### config.mk
export PLATFORM = sky130hd
export DESIGN_NAME = uart_ram_loader
export DESIGN_NICKNAME = d
export VERILOG_FILES = /design/src/rtl/uart_ram_loader.sv
export SDC_FILE = /design/constraint.sdc
export NUM_CORES = 1
export LEC_CHECK = 0
export BUFFER_PORTS_ARGS = -buffer_cell sky130_fd_sc_hd__buf_2
export CORE_AREA = 2 2 80 139
export DETAILED_ROUTE_END_ITERATION = 8
export DIE_AREA = 0 0 82 141
export PLACE_DENSITY = 0.55
export SYNTH_ARGS = -nofsm -noshare
export SYNTH_HDL_FRONTEND = slang
export SYNTH_SLANG_ARGS = --single-unit
### constraint.sdc
create_clock -name clk -period 2.5 [get_ports clk]
set_input_delay 0.125 -clock clk [delete_from_list [all_inputs] [get_ports clk]]
set_output_delay 0.125 -clock clk [all_outputs]
set_load 0.02 [all_outputs]
### src/rtl/uart_ram_loader.sv
// UART boot loader: receives 8N1 bytes, pairs them low-byte-first into 16-bit
// words and writes them sequentially into the upper half of the block RAM.
module uart_ram_loader #(
  parameter int          DIVISOR   = 278,
  parameter logic [10:0] BASE_ADDR = 11'h400,
  parameter int          WORDS     = 1024
) (
  input  logic        clk,
  input  logic        reset_b,
  input  logic        rxd,
  input  logic        start,
  output logic [10:0] mem_address,
  output logic [15:0] mem_data,
  output logic        mem_data_oe,
  output logic        mem_rnw,
  output logic        mem_cs_b,
  output logic        busy,
  output logic        done,
  output logic        frame_err
);

  localparam int CW = $clog2(DIVISOR);
  localparam int NW = $clog2(WORDS + 1);
  localparam logic [CW-1:0] HALF = CW'(DIVISOR / 2 - 1);
  localparam logic [CW-1:0] FULL = CW'(DIVISOR - 1);
  localparam logic [NW-1:0] LAST = NW'(WORDS);

  typedef enum logic [1:0] {RX_IDLE, RX_START, RX_DATA, RX_STOP} rx_state_e;
  typedef enum logic [1:0] {IDLE, LOAD, WRITE, DONE} ld_state_e;

  logic            rxd_meta_q, rxd_sync_q, rxd_prev_q;
  rx_state_e       rx_q, rx_d;
  ld_state_e       ld_q, ld_d;
  logic [CW-1:0]   cnt_q, cnt_d;
  logic [2:0]      bit_q, bit_d;
  logic [7:0]      shift_q, shift_d;
  logic [10:0]     addr_q, addr_d;
  logic [15:0]     data_q, data_d;
  logic [NW-1:0]   count_q, count_d;
  logic            phase_q, phase_d;
  logic            ferr_q, ferr_d;
  logic            byte_vld;

  always_comb begin
    rx_d     = rx_q;
    ld_d     = ld_q;
    cnt_d    = cnt_q;
    bit_d    = bit_q;
    shift_d  = shift_q;
    addr_d   = addr_q;
    data_d   = data_q;
    count_d  = count_q;
    phase_d  = phase_q;
    ferr_d   = ferr_q;
    byte_vld = 1'b0;

    // Receiver only runs while a load is armed; otherwise parked in idle.
    if (ld_q == LOAD) begin
      unique case (rx_q)
        RX_IDLE: begin
          if (rxd_prev_q && !rxd_sync_q) begin
            rx_d  = RX_START;
            cnt_d = HALF;
          end
        end
        RX_START: begin
          if (cnt_q == '0) begin
            if (rxd_sync_q) begin
              rx_d = RX_IDLE;
            end else begin
              rx_d  = RX_DATA;
              cnt_d = FULL;
              bit_d = 3'd0;
            end
          end else begin
            cnt_d = cnt_q - CW'(1);
          end
        end
        RX_DATA: begin
          if (cnt_q == '0) begin
            shift_d = {rxd_sync_q, shift_q[7:1]};
            cnt_d   = FULL;
            bit_d   = bit_q + 3'd1;
            if (bit_q == 3'd7) rx_d = RX_STOP;
          end else begin
            cnt_d = cnt_q - CW'(1);
          end
        end
        RX_STOP: begin
          if (cnt_q == '0) begin
            rx_d = RX_IDLE;
            if (rxd_sync_q) byte_vld = 1'b1;
            else            ferr_d   = 1'b1;
          end else begin
            cnt_d = cnt_q - CW'(1);
          end
        end
        default: rx_d = RX_IDLE;
      endcase
    end else begin
      rx_d = RX_IDLE;
    end

    unique case (ld_q)
      IDLE, DONE: begin
        if (start) begin
          ld_d    = LOAD;
          ferr_d  = 1'b0;
          addr_d  = BASE_ADDR;
          count_d = '0;
          phase_d = 1'b0;
        end
      end
      LOAD: begin
        if (byte_vld) begin
          if (!phase_q) begin
            data_d[7:0] = shift_q;
            phase_d     = 1'b1;
          end else begin
            data_d[15:8] = shift_q;
            phase_d      = 1'b0;
            ld_d         = WRITE;
          end
        end
      end
      WRITE: begin
        addr_d  = addr_q + 11'd1;
        count_d = count_q + NW'(1);
        ld_d    = (count_q + NW'(1) == LAST) ? DONE : LOAD;
      end
      default: ld_d = IDLE;
    endcase
  end

  always_ff @(posedge clk or negedge reset_b) begin
    if (!reset_b) begin
      rxd_meta_q <= 1'b1;
      rxd_sync_q <= 1'b1;
      rxd_prev_q <= 1'b1;
      rx_q       <= RX_IDLE;
      ld_q       <= IDLE;
      cnt_q      <= '0;
      bit_q      <= 3'd0;
      shift_q    <= 8'h00;
      addr_q     <= BASE_ADDR;
      data_q     <= 16'h0000;
      count_q    <= '0;
      phase_q    <= 1'b0;
      ferr_q     <= 1'b0;
    end else begin
      rxd_meta_q <= rxd;
      rxd_sync_q <= rxd_meta_q;
      rxd_prev_q <= rxd_sync_q;
      rx_q       <= rx_d;
      ld_q       <= ld_d;
      cnt_q      <= cnt_d;
      bit_q      <= bit_d;
      shift_q    <= shift_d;
      addr_q     <= addr_d;
      data_q     <= data_d;
      count_q    <= count_d;
      phase_q    <= phase_d;
      ferr_q     <= ferr_d;
    end
  end

  // Bus strobes decode straight from the registered state, so cs/rnw/oe
  // move together and the write cycle is exactly one clock wide.
  assign mem_address = addr_q;
  assign mem_data    = data_q;
  assign mem_cs_b    = (ld_q != WRITE);
  assign mem_rnw     = (ld_q != WRITE);
  assign mem_data_oe = (ld_q == WRITE);
  assign busy        = (ld_q == LOAD) || (ld_q == WRITE);
  assign done        = (ld_q == DONE);
  assign frame_err   = ferr_q;

endmodule

==> impl_metrics.py <==
metrics = {
    "timing": {
        "whs_ps": -18.7,
        "hold_viol": 9,
        "slew_headroom_pct": 42.3,
        "fin_crit_ps": 2200,
        "timing.fmax_mhz": 454,
        "rsz0062_at_grt": "false",
        "finalSetupTns_ps": 0,
        "setup_viol": 0,
        "skew_ps": 7.20,
        "slew_viol_final": 0,
        "tightest_slew_ps": 865,
        "final.period_utilization_pct": 88.0,
        "layout_setup_ws_ps": 300,
    },
    "power_and_ir_drop": {
        "leakagePower_nw": 2.05,
        "clkPwrFrac_pct": 40.0,
        "p_comb_share_pct": 21.3,
        "p_seq_share_pct": 38.8,
        "power.switching_mw": 0.973,
        "power.total_mw": 3.19,
        "p_int_mw": 2.22,
        "power_density_nw_per_um2": 760,
        "swShare_pct": 30.5,
        "ir_drop_v": 0.000356,
    },
    "run_status": {
        "violations": "negative hold slack",
        "outcome": "complete, but fails checks",
    },
    "placement": {
        "dpl_worst_slack_ps": 291,
        "gp_congestion": 0.771,
        "place.detailed.hpwl_mm": 5.47,
        "dpl_cell_area_um2": 3880,
        "numPortBuffers": 36,
    },
    "setup_path": {
        "cp.required_ps": 2710,
        "cp.buffers_inverters": 1,
        "path_cells": "inv_1, ha_1, nor4b_4, nand2_4, or4_4, mux2_4",
        "cp-end-kind": "register",
        "arrival_ps": 2410,
        "critPathKind": "register to register",
        "critPathMaxFanout": 8,
        "critical_path.top_delay_family": "simple AND/OR/NAND/NOR gates",
        "slowest_delay_ps": 620,
        "cp-start-kind": "register",
        "slowest_stage": "or4_4",
    },
    "cts": {
        "clk_pin_slew_ps": 60,
        "post_cts_buffers": 0,
        "cts-hold-fix-buffers": 1,
        "root_buffer": "clkbuf_16",
        "ctsResizeCount": 0,
        "clk_latency_ps": 330,
        "h-tree-depth": 3,
        "cts_buffers": 9,
        "clock_sinks": 67,
        "clk_path_buf_depth": 2,
        "cts_tree": "built",
    },
    "grt": {
        "antenna_found_initial": 0,
        "grt_use_met3_pct": 2.62,
        "grt_overflow": 0,
        "grt.met2_usage_pct": 24.2,
        "met1_usage_pct": 16.6,
        "grt_max_degree": 68,
        "grt.busiest_layer": "met2",
        "grt_pass1_vias": 2660,
        "grt_pass1_wl_mm": 12.7,
        "grt_usage_pct": 14.3,
    },
    "floorplan": {
        "core_area_um2": 10500,
        "die_area_um2": 11600,
        "initial_core_util_pct": 33.8,
        "rows": 50,
        "ioPinCount": 37,
        "die_h_um": 141,
        "fp.dieW_um": 82,
    },
    "final_layout": {
        "n_fill_cell": 1035,
        "area_growth_pct": 18.3,
        "diodes": 0,
        "fin_area_um2": 4200,
        "nNetsFinal": 402,
        "layout_common_cells": "63 x dfrtp_1, 36 x buf_2, 27 x nand2_1",
        "layout_commonest_cell": "dfrtp_1",
        "drive_gt1_share_pct": 25.6,
    },
    "synthesis": {
        "synth-seq-cells": 67,
        "yosysTopAreaCellShare_pct": 44.4,
        "syn_area_per_cell_um2": 10.4,
        "synth.cell_area_um2": 3550,
        "synth_fp_nets": 361,
        "seq_area_frac_synth_pct": 47.4,
        "netlist_instances": 341,
        "ys_warn_count": 0,
        "synth_cell_types": 58,
        "async_flop_share_pct": 100,
        "synth.area.top_cells": "dfrtp_1 44%, ha_1 5.6%, mux2_2 5.4%",
        "synthFlopType": "dfrtp_1",
        "synth_enable_flop_cells": 0,
        "yosysTopAreaCell": "dfrtp_1",
    },
    "routing": {
        "totalWireLength_mm": 7.54,
        "drt_iter0_markers": 139,
        "drc": 0,
        "dr.pass1.iters": 4,
        "wl_per_cell_um": 14.6,
        "via_per_inst": 5.15,
        "vias": 2662,
        "ant_nets": 0,
    },
    "hold_path": {
        "hp-class": "input port to asynchronous set/reset pin",
    },
    "job": {
        "max-cap-violations": 0,
    },
}
==> cell families after synthesis <==
logic type / synth area share, %
adders and majority gates: 5.64
DFF: 47.4
buffers and inverters: 3.88
AOI/OAI and AO/OA: 14.3
muxes: 9.91
and+or+nand+nor: 16.4
xor gates and xnor gates: 2.47
==> cells in the mapped netlist, types with 2 or more instances <==
cell and n:
xnor2_1 6, o21ai_0 25, nand3_2 2, ha_1 16
nand2_1 27, mux2_2 17, nor4_1 2, nor2b_1 3
nand4_1 5, mux2i_1 4, inv_1 18, and2_1 3
o211a_1 2, buf_2 2, xor2_1 4, nand3_1 14
a21oi_1 18, or2_2 2, and3_1 6, dfrtp_1 63
a22o_1 4, and4_1 2, o31ai_1 6, o2bb2ai_1 2
a41oi_1 2, nor2_1 23, a21o_1 2, clkbuf_1 11
mux2_4 8, a31oi_1 4, dfstp_2 4, nand2b_1 2
nor3_1 7
==> flip-flops by register name, summed over array words and instances, names as in the netlist <==
register     flops
cnt_q            9
shift_q          8
rxd_prev_q       1
phase_q          1
ld_q             2
rxd_meta_q       1
count_q         11
rxd_sync_q       1
mem_data        16
mem_address     11
frame_err        1
rx_q             2
bit_q            3
==> per-layer routing <==
metal / vias to the layer above / share of wire (%)
li1: 1302 / -
met1: 1304 / 41
met2: 42 / 54
met3: 14 / 2.8
met4: 0 / 2.6
met5: - / 0
==> worst register-to-register path: cells and delay by family (launching register included) <==
family | cells | cell delay, ps
AND/OR/NAND/NOR | 3 | 1050
multiplexers | 1 | 340
buffers and inverters | 1 | 120
adder cells (fa/ha/maj) | 1 | 160
flip-flops | 1 | 420
==> worst paths after layout <==
| kind | startpoint | endpoint | slack (ps) | cells after the start |
|---|---|---|---|---|
| max in group asynchronous | reset_b | bit_q[0]$_DFFE_PN0P_ | 1940 | 2 |
| min in group clk | start | frame_err$_DFF_PN0_ | 70 | 2 |
| setup reg to reg | cnt_q[0]$_DFFE_PN0P_ | mem_data[5]$_DFFE_PN0P_ | 300 | 6 |
| setup / recovery | cnt_q[0]$_DFFE_PN0P_ | mem_data[5]$_DFFE_PN0P_ | 300 | 6 |
| hold reg to reg | rxd_meta_q$_DFF_PN1_ | rxd_sync_q$_DFF_PN1_ | 350 | 0 |
| hold / removal | reset_b | cnt_q[5]$_DFFE_PN0P_ | -20 | 2 |
==> power by group through the flow <==
| stage | Sequential (mW) | Clock (mW) | Combinational (mW) |
|---|---|---|---|
| floorplan | 1.24 | 0 | 0.483 |
| global placement | 1.25 | 0 | 0.671 |
| detailed placement | 1.26 | 0 | 0.680 |
| CTS | 1.24 | 1.31 | 0.686 |
| global route | 1.25 | 1.36 | 0.765 |
| finish | 1.24 | 1.27 | 0.678 |
==> stage by stage <==
step	instances	utilization, %
6_report	517	39.9
4_1_cts	517	39.9
3_5_place_dp	500	36.9
3_3_place_gp	500	36.9
5_1_grt	517	39.9
2_1_floorplan	341	-
==> area by class of cell <==
class	count	area, um^2	area share, %
clock inverter	5	62.6	1.49
clock buffer	11	243	5.79
inverter	18	67.6	1.61
tap	130	163	3.88
sequential	67	1680	40.1
multi-input combinational	241	1730	41.2
timing repair buffer	45	250	5.96
Power figures use the tool's default switching activity.
